<file path="src/rtl/maze_collision_detector.sv">
// Per-frame collision detector: samples the wall vector against the player box and four
// one-step probe strips. Optional 18-bit hit mask enabled by defining COLLIDE_HITMASK_EN.
module maze_collision_detector #(
    parameter int H_ACTIVE = 640,
    parameter int V_ACTIVE = 480,
    parameter int SIZE     = 16,
    parameter int STEP     = 4,
    parameter int WALL_LAT = 1
) (
    input  logic        clk,
    input  logic        rst,
    input  logic [9:0]  xCount,
    input  logic [9:0]  yCount,
    input  logic [17:0] wall,
    input  logic [9:0]  px,
    input  logic [9:0]  py,
    input  logic        res_ack,
    output logic        res_valid,
    output logic [3:0]  blocked,
    output logic        overlap,
    output logic        overrun,
    output logic [17:0] hit_mask
);
    localparam logic [10:0] SZ    = 11'(SIZE);
    localparam logic [10:0] ST    = 11'(STEP);
    localparam logic [10:0] H_END = 11'(H_ACTIVE);
    localparam logic [10:0] V_END = 11'(V_ACTIVE);

    typedef enum logic {WAIT_SOF = 1'b0, SCAN = 1'b1} state_t;

    state_t state_q, state_d;
    logic [WALL_LAT-1:0][9:0] xpipe_q, ypipe_q;
    logic [9:0]  yprev_q, pl_q, pt_q;
    logic [3:0]  blk_acc_q, blk_acc_d;
    logic        ovl_acc_q, ovl_acc_d;
    logic        res_valid_q, overlap_q, overrun_q;
    logic [3:0]  blocked_q;
    logic        publish;

    // Counts delayed to line up with the wall vector of the same pixel
    always_ff @(posedge clk) begin
        if (rst) begin
            xpipe_q <= '0;
            ypipe_q <= '0;
            yprev_q <= '0;
        end else begin
            xpipe_q[0] <= xCount;
            ypipe_q[0] <= yCount;
            for (int i = 1; i < WALL_LAT; i++) begin
                xpipe_q[i] <= xpipe_q[i-1];
                ypipe_q[i] <= ypipe_q[i-1];
            end
            yprev_q <= ypipe_q[WALL_LAT-1];
        end
    end

    logic [10:0] x11, y11, yp11, l11, t11;
    logic        sof, eof, any_wall;
    assign x11  = {1'b0, xpipe_q[WALL_LAT-1]};
    assign y11  = {1'b0, ypipe_q[WALL_LAT-1]};
    assign yp11 = {1'b0, yprev_q};
    assign sof  = (y11 == 11'd0) && (yp11 != 11'd0);
    assign eof  = (y11 >= V_END) && (yp11 < V_END);
    assign any_wall = |wall;

    // The SOF pixel already belongs to the new frame, so compare it against the new position
    assign l11 = sof ? {1'b0, px} : {1'b0, pl_q};
    assign t11 = sof ? {1'b0, py} : {1'b0, pt_q};

    logic in_xb, in_yb, in_yu, in_yd, in_xl, in_xr;
    logic hit_body, hit_up, hit_dn, hit_lf, hit_rt;
    logic [3:0] strip_hit;
    logic       body_hit;
    assign in_xb = (x11 >= l11) && (x11 < l11 + SZ);
    assign in_yb = (y11 >= t11) && (y11 < t11 + SZ);
    assign in_yu = (y11 < t11) && (y11 + ST >= t11);
    assign in_yd = (y11 >= t11 + SZ) && (y11 < t11 + SZ + ST);
    assign in_xl = (x11 < l11) && (x11 + ST >= l11);
    assign in_xr = (x11 >= l11 + SZ) && (x11 < l11 + SZ + ST);
    assign hit_body  = in_xb && in_yb;
    assign hit_up    = in_xb && in_yu;
    assign hit_dn    = in_xb && in_yd;
    assign hit_lf    = in_yb && in_xl;
    assign hit_rt    = in_yb && in_xr;
    assign strip_hit = {hit_up, hit_dn, hit_lf, hit_rt} & {4{any_wall}};
    assign body_hit  = hit_body && any_wall;

    logic [3:0] clamp;
    assign clamp = {({1'b0, pt_q} < ST),
                    ({1'b0, pt_q} + SZ + ST > V_END),
                    ({1'b0, pl_q} < ST),
                    ({1'b0, pl_q} + SZ + ST > H_END)};

    always_ff @(posedge clk) begin
        if (sof) begin
            pl_q <= px;
            pt_q <= py;
        end
    end

    always_ff @(posedge clk) begin
        if (rst) begin
            state_q   <= WAIT_SOF;
            blk_acc_q <= '0;
            ovl_acc_q <= 1'b0;
        end else begin
            state_q   <= state_d;
            blk_acc_q <= blk_acc_d;
            ovl_acc_q <= ovl_acc_d;
        end
    end

    always_comb begin
        state_d   = state_q;
        blk_acc_d = blk_acc_q;
        ovl_acc_d = ovl_acc_q;
        publish   = 1'b0;
        case (state_q)
            WAIT_SOF: begin
                if (sof) begin
                    state_d   = SCAN;
                    blk_acc_d = strip_hit;
                    ovl_acc_d = body_hit;
                end
            end
            SCAN: begin
                if (sof) begin
                    blk_acc_d = strip_hit;
                    ovl_acc_d = body_hit;
                end else begin
                    blk_acc_d = blk_acc_q | strip_hit;
                    ovl_acc_d = ovl_acc_q | body_hit;
                    publish   = eof;
                end
            end
            default: state_d = WAIT_SOF;
        endcase
    end

    // Result registers and valid/ack handshake; a publish always wins over a pending ack
    always_ff @(posedge clk) begin
        if (rst) begin
            res_valid_q <= 1'b0;
            blocked_q   <= '0;
            overlap_q   <= 1'b0;
            overrun_q   <= 1'b0;
        end else if (publish) begin
            blocked_q   <= blk_acc_q | clamp;
            overlap_q   <= ovl_acc_q;
            res_valid_q <= 1'b1;
            if (res_valid_q && !res_ack) overrun_q <= 1'b1;
        end else if (res_valid_q && res_ack) begin
            res_valid_q <= 1'b0;
        end
    end

    assign res_valid = res_valid_q;
    assign blocked   = blocked_q;
    assign overlap   = overlap_q;
    assign overrun   = overrun_q;

`ifdef COLLIDE_HITMASK_EN
    logic [17:0] hm_acc_q, hm_acc_d, hm_q, region_wall;
    assign region_wall = (hit_body | hit_up | hit_dn | hit_lf | hit_rt) ? wall : '0;

    always_comb begin
        hm_acc_d = hm_acc_q;
        if (sof) hm_acc_d = region_wall;
        else if (state_q == SCAN) hm_acc_d = hm_acc_q | region_wall;
    end

    always_ff @(posedge clk) begin
        if (rst) begin
            hm_acc_q <= '0;
            hm_q     <= '0;
        end else begin
            hm_acc_q <= hm_acc_d;
            if (publish) hm_q <= hm_acc_q;
        end
    end

    assign hit_mask = hm_q;
`else
    assign hit_mask = '0;
`endif

endmodule

</file>
<file path="config.mk">
export PLATFORM = sky130hd
export DESIGN_NAME = maze_collision_detector
export DESIGN_NICKNAME = d
export VERILOG_FILES = /design/src/rtl/maze_collision_detector.sv
export SDC_FILE = /design/constraint.sdc
export NUM_CORES = 1
export LEC_CHECK = 0
export ABC_AREA = 1
export CELL_PAD_IN_SITES_DETAIL_PLACEMENT = 1
export CELL_PAD_IN_SITES_GLOBAL_PLACEMENT = 1
export CORE_MARGIN = 4
export CORE_UTILIZATION = 39
export DETAILED_ROUTE_END_ITERATION = 10
export GPL_TIMING_DRIVEN = 1
export MAX_ROUTING_LAYER = met4
export PLACE_DENSITY_LB_ADDON = 0.05
export SETUP_SLACK_MARGIN = 0.5
export SLEW_MARGIN = 20
export SYNTH_ARGS = -nofsm -noshare
export SYNTH_HDL_FRONTEND = slang
export SYNTH_SLANG_ARGS = --single-unit
</file>
<file path="constraint.sdc">
create_clock -name clk -period 4.2 [get_ports clk]
set_input_delay 1.26 -clock clk [delete_from_list [all_inputs] [get_ports clk]]
set_output_delay 1.26 -clock clk [all_outputs]
set_load 0.01 [all_outputs]
</file>
==> results.sh <==
export IMPL_hold_viol_final=0
export IMPL_cts_sinks=63
export IMPL_num_rows=41
export IMPL_grt_start_max_net_pins=40
export IMPL_relSlewSlack=0.496
export IMPL_grt_pass1_vias=4848
export IMPL_post_drt_wl_per_cell_um=15.8
export IMPL_post_route_util=0.510
export IMPL_fin_ws_ps=627
export IMPL_syn_to_final_growth_pct=27.9
export IMPL_cts_root_buf="clkbuf_16"
export IMPL_clk_pin_slew_ps=60
export IMPL_min_path_type="flop to flop"
export IMPL_dpl_hpwl_um=11900
export IMPL_max_freq_ghz=0.280
export IMPL_clkLatencyLatePin_ps=340
export IMPL_fin_skew_ps=10.2
export IMPL_io_buffers=67
export IMPL_ys_ff_latch=63
export IMPL_synthTopCellsByArea="dfxtp_1 17%, ha_1 17%, edfxtp_1 12%, nand2_1 8.2%, inv_1 7.6%"
export IMPL_vdd_drop_max_mv=0.236
export IMPL_required_ps=4410
export IMPL_status="finished, final reports clean"
export IMPL_yosys_warnings=0
export IMPL_grt_pass1_wl_um=23800
export IMPL_fill_cells=1595
export IMPL_netlist_area_um2=5050
export IMPL_gp_congestion=0.884
export IMPL_yosysSeqAreaShare=0.289
export IMPL_crit_arrival_ps=3780
export IMPL_num_vias=4692
export IMPL_die_height_um=122
export IMPL_drive_gt1_frac=0.149
export IMPL_rsz0062_at_grt="true"
export IMPL_leakage_nw=3.15
export IMPL_path_max_fanout=5
export IMPL_first_pass_iters=5
export IMPL_htree_levels=3
export IMPL_drc=0
export IMPL_fin_crit_ps=3570
export IMPL_reg2reg_from="ypipe_q[3]"
export IMPL_setup_viol=0
export IMPL_syn_inst=674
export IMPL_fin_setup_tns_ps=0
export IMPL_fin_crit_sh=0.851
export IMPL_die_area_um2=14800
export IMPL_drt_iter0_markers=137
export IMPL_cts_hold_buf=0
export IMPL_final_common_cell="nand2_1"
export IMPL_endpoint_kind="flop"
export IMPL_gr_total_overflow=0
export IMPL_setup_worst_path_start="px[5]"
export IMPL_grt_usage=0.211
export IMPL_synth_top_area_frac=0.170
export IMPL_numCtsBuffers=9
export IMPL_cts_tree="done"
export IMPL_io_pins=86
export IMPL_worst_hold_startpoint="overrun"
export IMPL_n_antenna_cell=0
export IMPL_synth_top_cell_by_area="dfxtp_1"
export IMPL_routed_via_density=4.95
export IMPL_place_area_um2=5860
export IMPL_die_x_um=122
export IMPL_drv_slew=0
export IMPL_layout_cells_most_common_list="106 x nand2_1, 101 x inv_1, 87 x nor2_1"
export IMPL_fin_nets=899
export IMPL_place_ws_ps=146
export IMPL_core_area_um2=12700
export IMPL_synth_ff_type="dfxtp_1"
export IMPL_power_density_nw_per_um2=282
export IMPL_antenna_found_initial=0
export IMPL_synth_cell_types=50
export IMPL_clockBufferDepth=2
export IMPL_synth_enable_flop_cells=20
export IMPL_initial_core_util=0.399
export IMPL_start_kind="input port"
export IMPL_ys_async_sr_fraction=0
export IMPL_path_class="input port to flop"
export IMPL_synth_avg_cell_area_um2=7.50
export IMPL_max_cap_violations=0
export IMPL_postRouteAntennaNets=0
export IMPL_wl_um=15000
export IMPL_final_area_um2=6460
export IMPL_worst_pin_slew_ps=753
[registers in the layout, summed over array words and instances (netlist names), 4 cells and up]
| register | cells |
|---|---|
| blk_acc_q | 4 |
| blocked | 4 |
| pl_q | 10 |
| pt_q | 10 |
| xpipe_q | 10 |
| ypipe_q | 10 |
| yprev_q | 10 |
[cells in the mapped netlist (all sizes together), types with 3 or more instances]
| master | count |
|---|---|
| nand2 | 128 |
| inv | 106 |
| nor2 | 103 |
| ha | 67 |
| dfxtp | 43 |
| nand3 | 39 |
| a21oi | 37 |
| buf | 23 |
| edfxtp | 20 |
| xor2 | 17 |
| o21ai | 16 |
| nand4 | 15 |
| nor3 | 8 |
| nor4 | 8 |
| nand3b | 7 |
| a211oi | 4 |
| xnor2 | 4 |
| a31oi | 3 |
| clkbuf | 3 |
| o31ai | 3 |
| or2 | 3 |
[final cells by class]
| type | instances | area, µm² | area share |
|---|---|---|---|
| Sequential cell | 63 | 1460 | 0.226 |
| Timing Repair Buffer | 95 | 908 | 0.141 |
| Inverter | 107 | 414 | 0.0641 |
| Multi-Input combinational cell | 495 | 3160 | 0.490 |
| Clock inverter | 7 | 72.6 | 0.0112 |
| Tap cell | 172 | 215 | 0.0333 |
| Clock buffer | 9 | 225 | 0.0348 |
[critical path, stage by stage]
cell and delay [ps]:
clkdlybuf4s50_1 500, nand3_1 120, nand2_2 150, inv_1 110, nand2_1 80, nand2_1 70
nand2_1 70, o21ai_0 110, ha_1 310, inv_1 60, o31ai_2 240, a21oi_1 60
o21ai_0 150, a21oi_1 80, nand3b_1 160, nand2_1 70, nor2_1 40, nor2_1 90
nor2_1 50
[where the power goes]
group          switching [mW]  internal [mW]  total (mW)  leakage (nW)
combinational           0.220          0.175       0.395          2.47
clock                   0.295          0.460       0.755         0.142
sequential             0.0250          0.649       0.674         0.535
[what timing repair did]
action,CTS,global route
pin swaps,1,12
setup buffers,2,20
resized for setup,3,28
setup endpoints to repair,1,5
gates cloned,0,0
[cells by family after synthesis]
family | share of synthesized area
AND/OR/NAND/NOR | 0.298
adder cells (fa/ha/maj) | 0.166
multiplexers | 0.00396
AO/OA/AOI/OAI | 0.0879
buffers and inverters | 0.118
XOR/XNOR | 0.0364
flip-flops | 0.289
other | 0.000742
[metrics by stage]
step / cells / hold WS [ps] / power [mW]
floorplan: 691 / 438 / 0.921
global placement: 910 / 453 / 1.04
detailed placement: 910 / 458 / 1.05
CTS: 928 / 466 / 1.82
global route: 948 / 481 / 1.93
finish: 948 / 464 / 1.82
[path summary, 6_finish.rpt]
check                  to  slack, ps  cells past startpoint
min               overrun        460                      1
min reg2reg       overrun        460                      1
max reg2reg  blk_acc_q[0]        770                     25
max          blk_acc_q[0]        630                     19
[routing by layer]
metal | vias to the layer above | wire [µm] | GRT usage
met5 | - | 0 | -
met4 | 0 | 427 | 0.0805
met3 | 25 | 573 | 0.0395
met2 | 78 | 7650 | 0.368
met1 | 2232 | 6370 | 0.239
li1 | 2357 | - | -
No activity file was read; power rests on OpenSTA's default activity.
